[src/rtl/instruction_fetch_pkg.sv]
// Shared constants and fault rule for the fetch stage.
// The fault rule catches misaligned PCs and PCs past the end of instruction memory.
package instruction_fetch_pkg;
  localparam int unsigned XLEN           = 32;
  localparam logic [31:0] RESET_PC_DEF   = 32'h0000_0000;
  localparam int unsigned IMEM_DEPTH_DEF = 64;
  localparam logic [31:0] NOP_INSTR_DEF  = 32'h0000_0013;

  function automatic logic fetch_fault(input logic [XLEN-1:0] addr,
                                       input int unsigned depth);
    return (addr[1:0] != 2'b00) || ({2'b00, addr[XLEN-1:2]} >= depth);
  endfunction
endpackage

[src/rtl/instruction_fetch_if.sv]
// Fetch-stage bus: instruction-memory port plus the IF/ID handshake to decode.
// master = fetch stage, slave = memory/decoder side.
interface instruction_fetch_if;
  import instruction_fetch_pkg::*;
  logic [XLEN-1:0] imem_addr;
  logic [XLEN-1:0] imem_instr;
  logic            out_valid;
  logic            out_ready;
  logic [XLEN-1:0] out_pc;
  logic [XLEN-1:0] out_pc_plus4;
  logic [XLEN-1:0] out_instr;
  logic            out_fault;

  modport master (
    output imem_addr, out_valid, out_pc, out_pc_plus4, out_instr, out_fault,
    input  imem_instr, out_ready
  );
  modport slave (
    input  imem_addr, out_valid, out_pc, out_pc_plus4, out_instr, out_fault,
    output imem_instr, out_ready
  );
endinterface

[src/rtl/instruction_fetch.sv]
// Fetch stage: owns the PC, drives instruction memory, registers the word into IF/ID.
// Redirects flush the held item; faulting fetches carry a NOP plus a fault flag.
module instruction_fetch
  import instruction_fetch_pkg::*;
#(
  parameter logic [XLEN-1:0] RESET_PC   = RESET_PC_DEF,
  parameter int unsigned     IMEM_DEPTH = IMEM_DEPTH_DEF,
  parameter logic [XLEN-1:0] NOP_INSTR  = NOP_INSTR_DEF
) (
  input  logic                clk,
  input  logic                reset,
  instruction_fetch_if.master bus,
  input  logic                redirect_valid,
  input  logic [XLEN-1:0]     redirect_target,
  output logic [XLEN-1:0]     fetch_count
);
  logic [XLEN-1:0] pc;
  logic            fault;
  logic            fire;

  assign bus.imem_addr = pc;
  assign fault         = fetch_fault(pc, IMEM_DEPTH);
  assign fire          = !bus.out_valid || bus.out_ready;

  always_ff @(posedge clk) begin
    if (reset) begin
      pc               <= RESET_PC;
      bus.out_valid    <= 1'b0;
      bus.out_pc       <= '0;
      bus.out_pc_plus4 <= '0;
      bus.out_instr    <= NOP_INSTR;
      bus.out_fault    <= 1'b0;
      fetch_count      <= '0;
    end else begin
      // A handoff counts even on the edge that flushes the stage.
      if (bus.out_valid && bus.out_ready)
        fetch_count <= fetch_count + 1'b1;
      if (redirect_valid) begin
        pc            <= redirect_target;
        bus.out_valid <= 1'b0;
      end else if (fire) begin
        bus.out_valid    <= 1'b1;
        bus.out_pc       <= pc;
        bus.out_pc_plus4 <= pc + 32'd4;
        bus.out_instr    <= fault ? NOP_INSTR : bus.imem_instr;
        bus.out_fault    <= fault;
        pc               <= pc + 32'd4;
      end
    end
  end
endmodule

[src/flat_wrapper.sv]
// flat-port wrapper written by rule: the top's interface ports become plain ports
module instruction_fetch_flat import instruction_fetch_pkg::*;
#(
  parameter logic [XLEN-1:0] RESET_PC   = RESET_PC_DEF,
  parameter int unsigned     IMEM_DEPTH = IMEM_DEPTH_DEF,
  parameter logic [XLEN-1:0] NOP_INSTR  = NOP_INSTR_DEF
)
  (clk, reset, redirect_valid, redirect_target, fetch_count, bus_imem_addr, bus_out_valid, bus_out_pc, bus_out_pc_plus4, bus_out_instr, bus_out_fault, bus_imem_instr, bus_out_ready);
  instruction_fetch_if bus_i ();
  input  logic clk;
  input  logic reset;
  input  logic redirect_valid;
  input  logic [XLEN-1:0] redirect_target;
  output logic [XLEN-1:0] fetch_count;
  output wire logic [$bits(bus_i.imem_addr)-1:0] bus_imem_addr;
  output wire logic [$bits(bus_i.out_valid)-1:0] bus_out_valid;
  output wire logic [$bits(bus_i.out_pc)-1:0] bus_out_pc;
  output wire logic [$bits(bus_i.out_pc_plus4)-1:0] bus_out_pc_plus4;
  output wire logic [$bits(bus_i.out_instr)-1:0] bus_out_instr;
  output wire logic [$bits(bus_i.out_fault)-1:0] bus_out_fault;
  input wire logic [$bits(bus_i.imem_instr)-1:0] bus_imem_instr;
  input wire logic [$bits(bus_i.out_ready)-1:0] bus_out_ready;
  assign bus_imem_addr = bus_i.imem_addr;
  assign bus_out_valid = bus_i.out_valid;
  assign bus_out_pc = bus_i.out_pc;
  assign bus_out_pc_plus4 = bus_i.out_pc_plus4;
  assign bus_out_instr = bus_i.out_instr;
  assign bus_out_fault = bus_i.out_fault;
  assign bus_i.imem_instr = bus_imem_instr;
  assign bus_i.out_ready = bus_out_ready;
  instruction_fetch #(.RESET_PC(RESET_PC), .IMEM_DEPTH(IMEM_DEPTH), .NOP_INSTR(NOP_INSTR)) u_core (.clk(clk), .reset(reset), .bus(bus_i), .redirect_valid(redirect_valid), .redirect_target(redirect_target), .fetch_count(fetch_count));
endmodule
[config.mk]
export PLATFORM = sky130hd
export DESIGN_NAME = instruction_fetch_flat
export DESIGN_NICKNAME = d
export VERILOG_FILES = /design/src/rtl/instruction_fetch_pkg.sv /design/src/rtl/instruction_fetch_if.sv /design/src/rtl/instruction_fetch.sv /design/src/flat_wrapper.sv
export SDC_FILE = /design/constraint.sdc
export NUM_CORES = 1
export LEC_CHECK = 0
export BUFFER_PORTS_ARGS = -buffer_cell sky130_fd_sc_hd__clkbuf_2
export CORE_MARGIN = 3
export CORE_UTILIZATION = 37
export CTS_BUF_LIST = sky130_fd_sc_hd__clkbuf_8 sky130_fd_sc_hd__clkbuf_16
export DETAILED_ROUTE_END_ITERATION = 12
export PLACE_DENSITY_LB_ADDON = 0.15
export SYNTH_ARGS = -nofsm -noshare
export SYNTH_HDL_FRONTEND = slang
export SYNTH_SLANG_ARGS = --single-unit
[constraint.sdc]
create_clock -name clk -period 3.5 [get_ports clk]
set_clock_uncertainty 0.2 [all_clocks]
set_input_delay 0.35 -clock clk [delete_from_list [all_inputs] [get_ports clk]]
set_output_delay 0.35 -clock clk [all_outputs]
set_load 0.02 [all_outputs]
==> results.yml <==
sta:
  finalHoldViolations: 0
  period_share_pct: 75.26
  rsz0062_at_grt: "false"
  tns_ns: 0
  drv_slew: 0
  slew_headroom_pct: 38.65
  max_freq_ghz: 0.3796
  worst_slew_pin_slew_ns: 0.9161
  fin_hold_ws_ns: 0.01335
  fin_crit_ns: 2.634
  setup_viol: 0
power_and_ir_drop:
  ir_drop_mv: 0.3470
  p_int_mw: 3.088
  switching_share_pct: 27.29
  p_comb_share_pct: 11.8
  pwr-share-seq_pct: 46.8
  p_leak_nw: 3.728
  power_density_nw_per_um2: 443.6
  p_clk_share_pct: 41.4
  p_switching_mw: 1.159
setup_path:
  cp.arrival_ns: 2.76
  r2r_setup_slack_ns: 0.87
  crit_type: "register to register"
  crit_fanout: 15
  reg2regPathDepth: 4
  reg2reg_from: "u_core.bus.imem_addr[9]$_SDFFE_PP0N_"
  rr_endpoint: "u_core.bus.imem_addr[25]$_SDFFE_PP0N_"
  worstSetupEndpointType: "register"
  startpoint_type: "register"
  required_ns: 3.63
route:
  dr.first_iter.drc_count: 407
  drt_wl_total_microns: 23690
  drc_errors: 0
  via_per_inst: 5.380
  ant_nets: 0
  vias: 7489
  first_pass_iters: 5
  post_drt_wl_per_cell_microns: 17.02
synthesis:
  ys_ff_latch: 160
  synth_seq_area_share_pct: 44.06
  synth_most_common_cell: "dfxtp_1"
  ys.flop_type: "dfxtp_1"
  synth.area.top_cells: "dfxtp_1 44%, nand2_1 6.5%, a21oi_1 6.2%"
  synth_edf_count: 0
  yosys.area_share.simple_pct: 27.83
  synth_common_cells: "160 x dfxtp_1, 126 x nand2_1, 90 x a21oi_1, 76 x nor2_1, 62 x clkbuf_1"
  synth_area_sq_um: 7269
  synthAdderAreaFrac_pct: 0.5164
  synth_xor_area_share_pct: 3.614
  synth_top_family_by_area: "simple AND/OR/NAND/NOR gates"
  netlist_instances: 895
  ys_types: 49
  avgSynthCellArea_sq_um: 8.122
  yosys.area.top_type_share_pct: 44.06
  synthesis.nets: 966
  synthMuxAreaShare_pct: 0.2754
  yosysTopAreaCell: "dfxtp_1"
  synth_compound_area_share_pct: 18.43
  async_flop_share_pct: 0
  yosysWarnings: 0
final_layout:
  drive_above_1_share_pct: 25.02
  layout.nets: 1191
  area_growth_pct: 31.69
placed_design:
  place_hpwl_microns: 16170
  place.gp.congestion: 0.8290
  io_buffer_count: 229
floorplanning:
  rows: 50
  fp.dieH_microns: 146.2
  core_sq_um: 19020
  dieArea_sq_um: 21370
  initial_core_util_pct: 38.22
  die_w_microns: 146.2
  io_pins: 230
clock_tree:
  clock_latency_ns: 0.42
  cts_root_buf: "clkbuf_16"
  clock_path_buffers: 2
  clock_sinks: 160
  cts.repair.resized: 0
  clk_pin_slew_ns: 0.06
  cts_buffers: 17
  htreeDepth: 4
  cts_tree: "done"
global_route:
  grt_usage_pct: 21.92
  grt_max_degree: 80
  grt_pass1_wl_microns: 38370
  grt_overflow: 0
  grt_pass1_vias: 6935
  antenna_found_initial: 1
outcome:
  outcome: "completed"
worst_hold_path:
  min_to: "u_core.bus.imem_addr[22]$_SDFFE_PP0N_"
  hold_path_class: "input pin to register"
  worstHoldStart: "redirect_target[22]"
  whs_path_depth: 3
flow_run:
  maxCapViolCount: 0
==> timing repair <==
action	CTS	global route
setup buffers	0	0
hold buffers	47	1
hold endpoints to repair	47	1
==> cells in the final DEF, fill, tap and decap left out, types with 15 or more instances in the layout <==
| master | instances |
|---|---|
| clkbuf_16 | 17 |
| nor2_1 | 75 |
| a311oi_1 | 24 |
| nor4_1 | 15 |
| o21ai_0 | 27 |
| o31ai_1 | 21 |
| or4_1 | 21 |
| clkbuf_2 | 228 |
| or3_1 | 21 |
| a21oi_1 | 90 |
| a211oi_1 | 23 |
| nand4_1 | 48 |
| nand3_1 | 30 |
| dlygate4sd3_1 | 48 |
| dfxtp_1 | 160 |
| xnor2_1 | 16 |
| nand2_1 | 125 |
==> logic make-up after synthesis <==
kind of cell / Yosys count
buffers and inverters: 95
DFF: 160
AOI/OAI and AO/OA: 210
adders and majority gates: 3
muxes: 2
and+or+nand+nor: 395
xor gates and xnor gates: 30
==> routing by layer <==
metal	wire, microns	GRT usage (%)	vias up
li1	-	-	3736
met2	10330	32.97	264
met5	0	0	-
met4	352	5.786	0
met1	11150	30.65	3472
met3	1852	6.735	17
==> power groups by stage <==
| stage | Sequential [mW] | Combinational (mW) | Clock, mW |
|---|---|---|---|
| finish | 1.99 | 0.502 | 1.76 |
| global route | 2.00 | 0.549 | 1.88 |
| CTS | 1.99 | 0.505 | 1.80 |
| detailed placement | 2.03 | 0.463 | 0 |
| global placement | 2.02 | 0.463 | 0 |
| floorplan | 2.06 | 0.227 | 0 |
==> metrics by stage <==
stage               cells  total power [mW]  area, sq um  setup slack [ns]  util, %
finish               1392             4.247         9573            0.8659    50.34
global route         1392             4.425         9573            0.6380    50.34
CTS                  1390             4.286         9560            0.8516    50.27
detailed placement   1313             2.490         8544            0.8751    44.93
global placement     1313             2.487         8544            0.9916    44.93
floorplan             895             2.290         7269             1.146        -
==> area by class of cell <==
cell class,count,area (sq um)
antenna,1,2.502
clock buffer,19,452.9
clock inverter,11,92.59
fill,1880,9445
inverter,9,33.78
multi-input combinational,640,3696
sequential,160,3203
tap,260,325.3
timing repair buffer,292,1767
==> flip-flops by register name, summed over array words and instances (netlist names) <==
register,flops
u_core.bus.out_fault,1
u_core.bus.out_pc_plus4,32
u_core.bus.out_instr,32
u_core.bus.out_valid,1
u_core.bus.out_pc,30
u_core.bus.imem_addr,32
u_core.fetch_count,32
==> critical path: stages (launching register included) <==
cell and delay, ns:
dfxtp_1 0.59, and4_1 0.34, nand4_1 0.51, or4_1 0.66
a311oi_1 0.24
==> how the worst max path moves through the flow <==
stage | startpoint | end | cells past startpoint
floorplan | u_core.bus.imem_addr[2]$_SDFFE_PP0N_ | u_core.bus.imem_addr[30]$_SDFFE_PP0N_ | 7
global placement | u_core.bus.imem_addr[9]$_SDFFE_PP0N_ | u_core.bus.imem_addr[25]$_SDFFE_PP0N_ | 4
detailed placement | u_core.bus.imem_addr[9]$_SDFFE_PP0N_ | u_core.bus.imem_addr[25]$_SDFFE_PP0N_ | 4
CTS | u_core.bus.imem_addr[9]$_SDFFE_PP0N_ | u_core.bus.imem_addr[25]$_SDFFE_PP0N_ | 4
global route | u_core.bus.imem_addr[9]$_SDFFE_PP0N_ | u_core.bus.imem_addr[25]$_SDFFE_PP0N_ | 4
finish | u_core.bus.imem_addr[9]$_SDFFE_PP0N_ | u_core.bus.imem_addr[25]$_SDFFE_PP0N_ | 4
No activity file was read; power rests on OpenSTA's default activity.
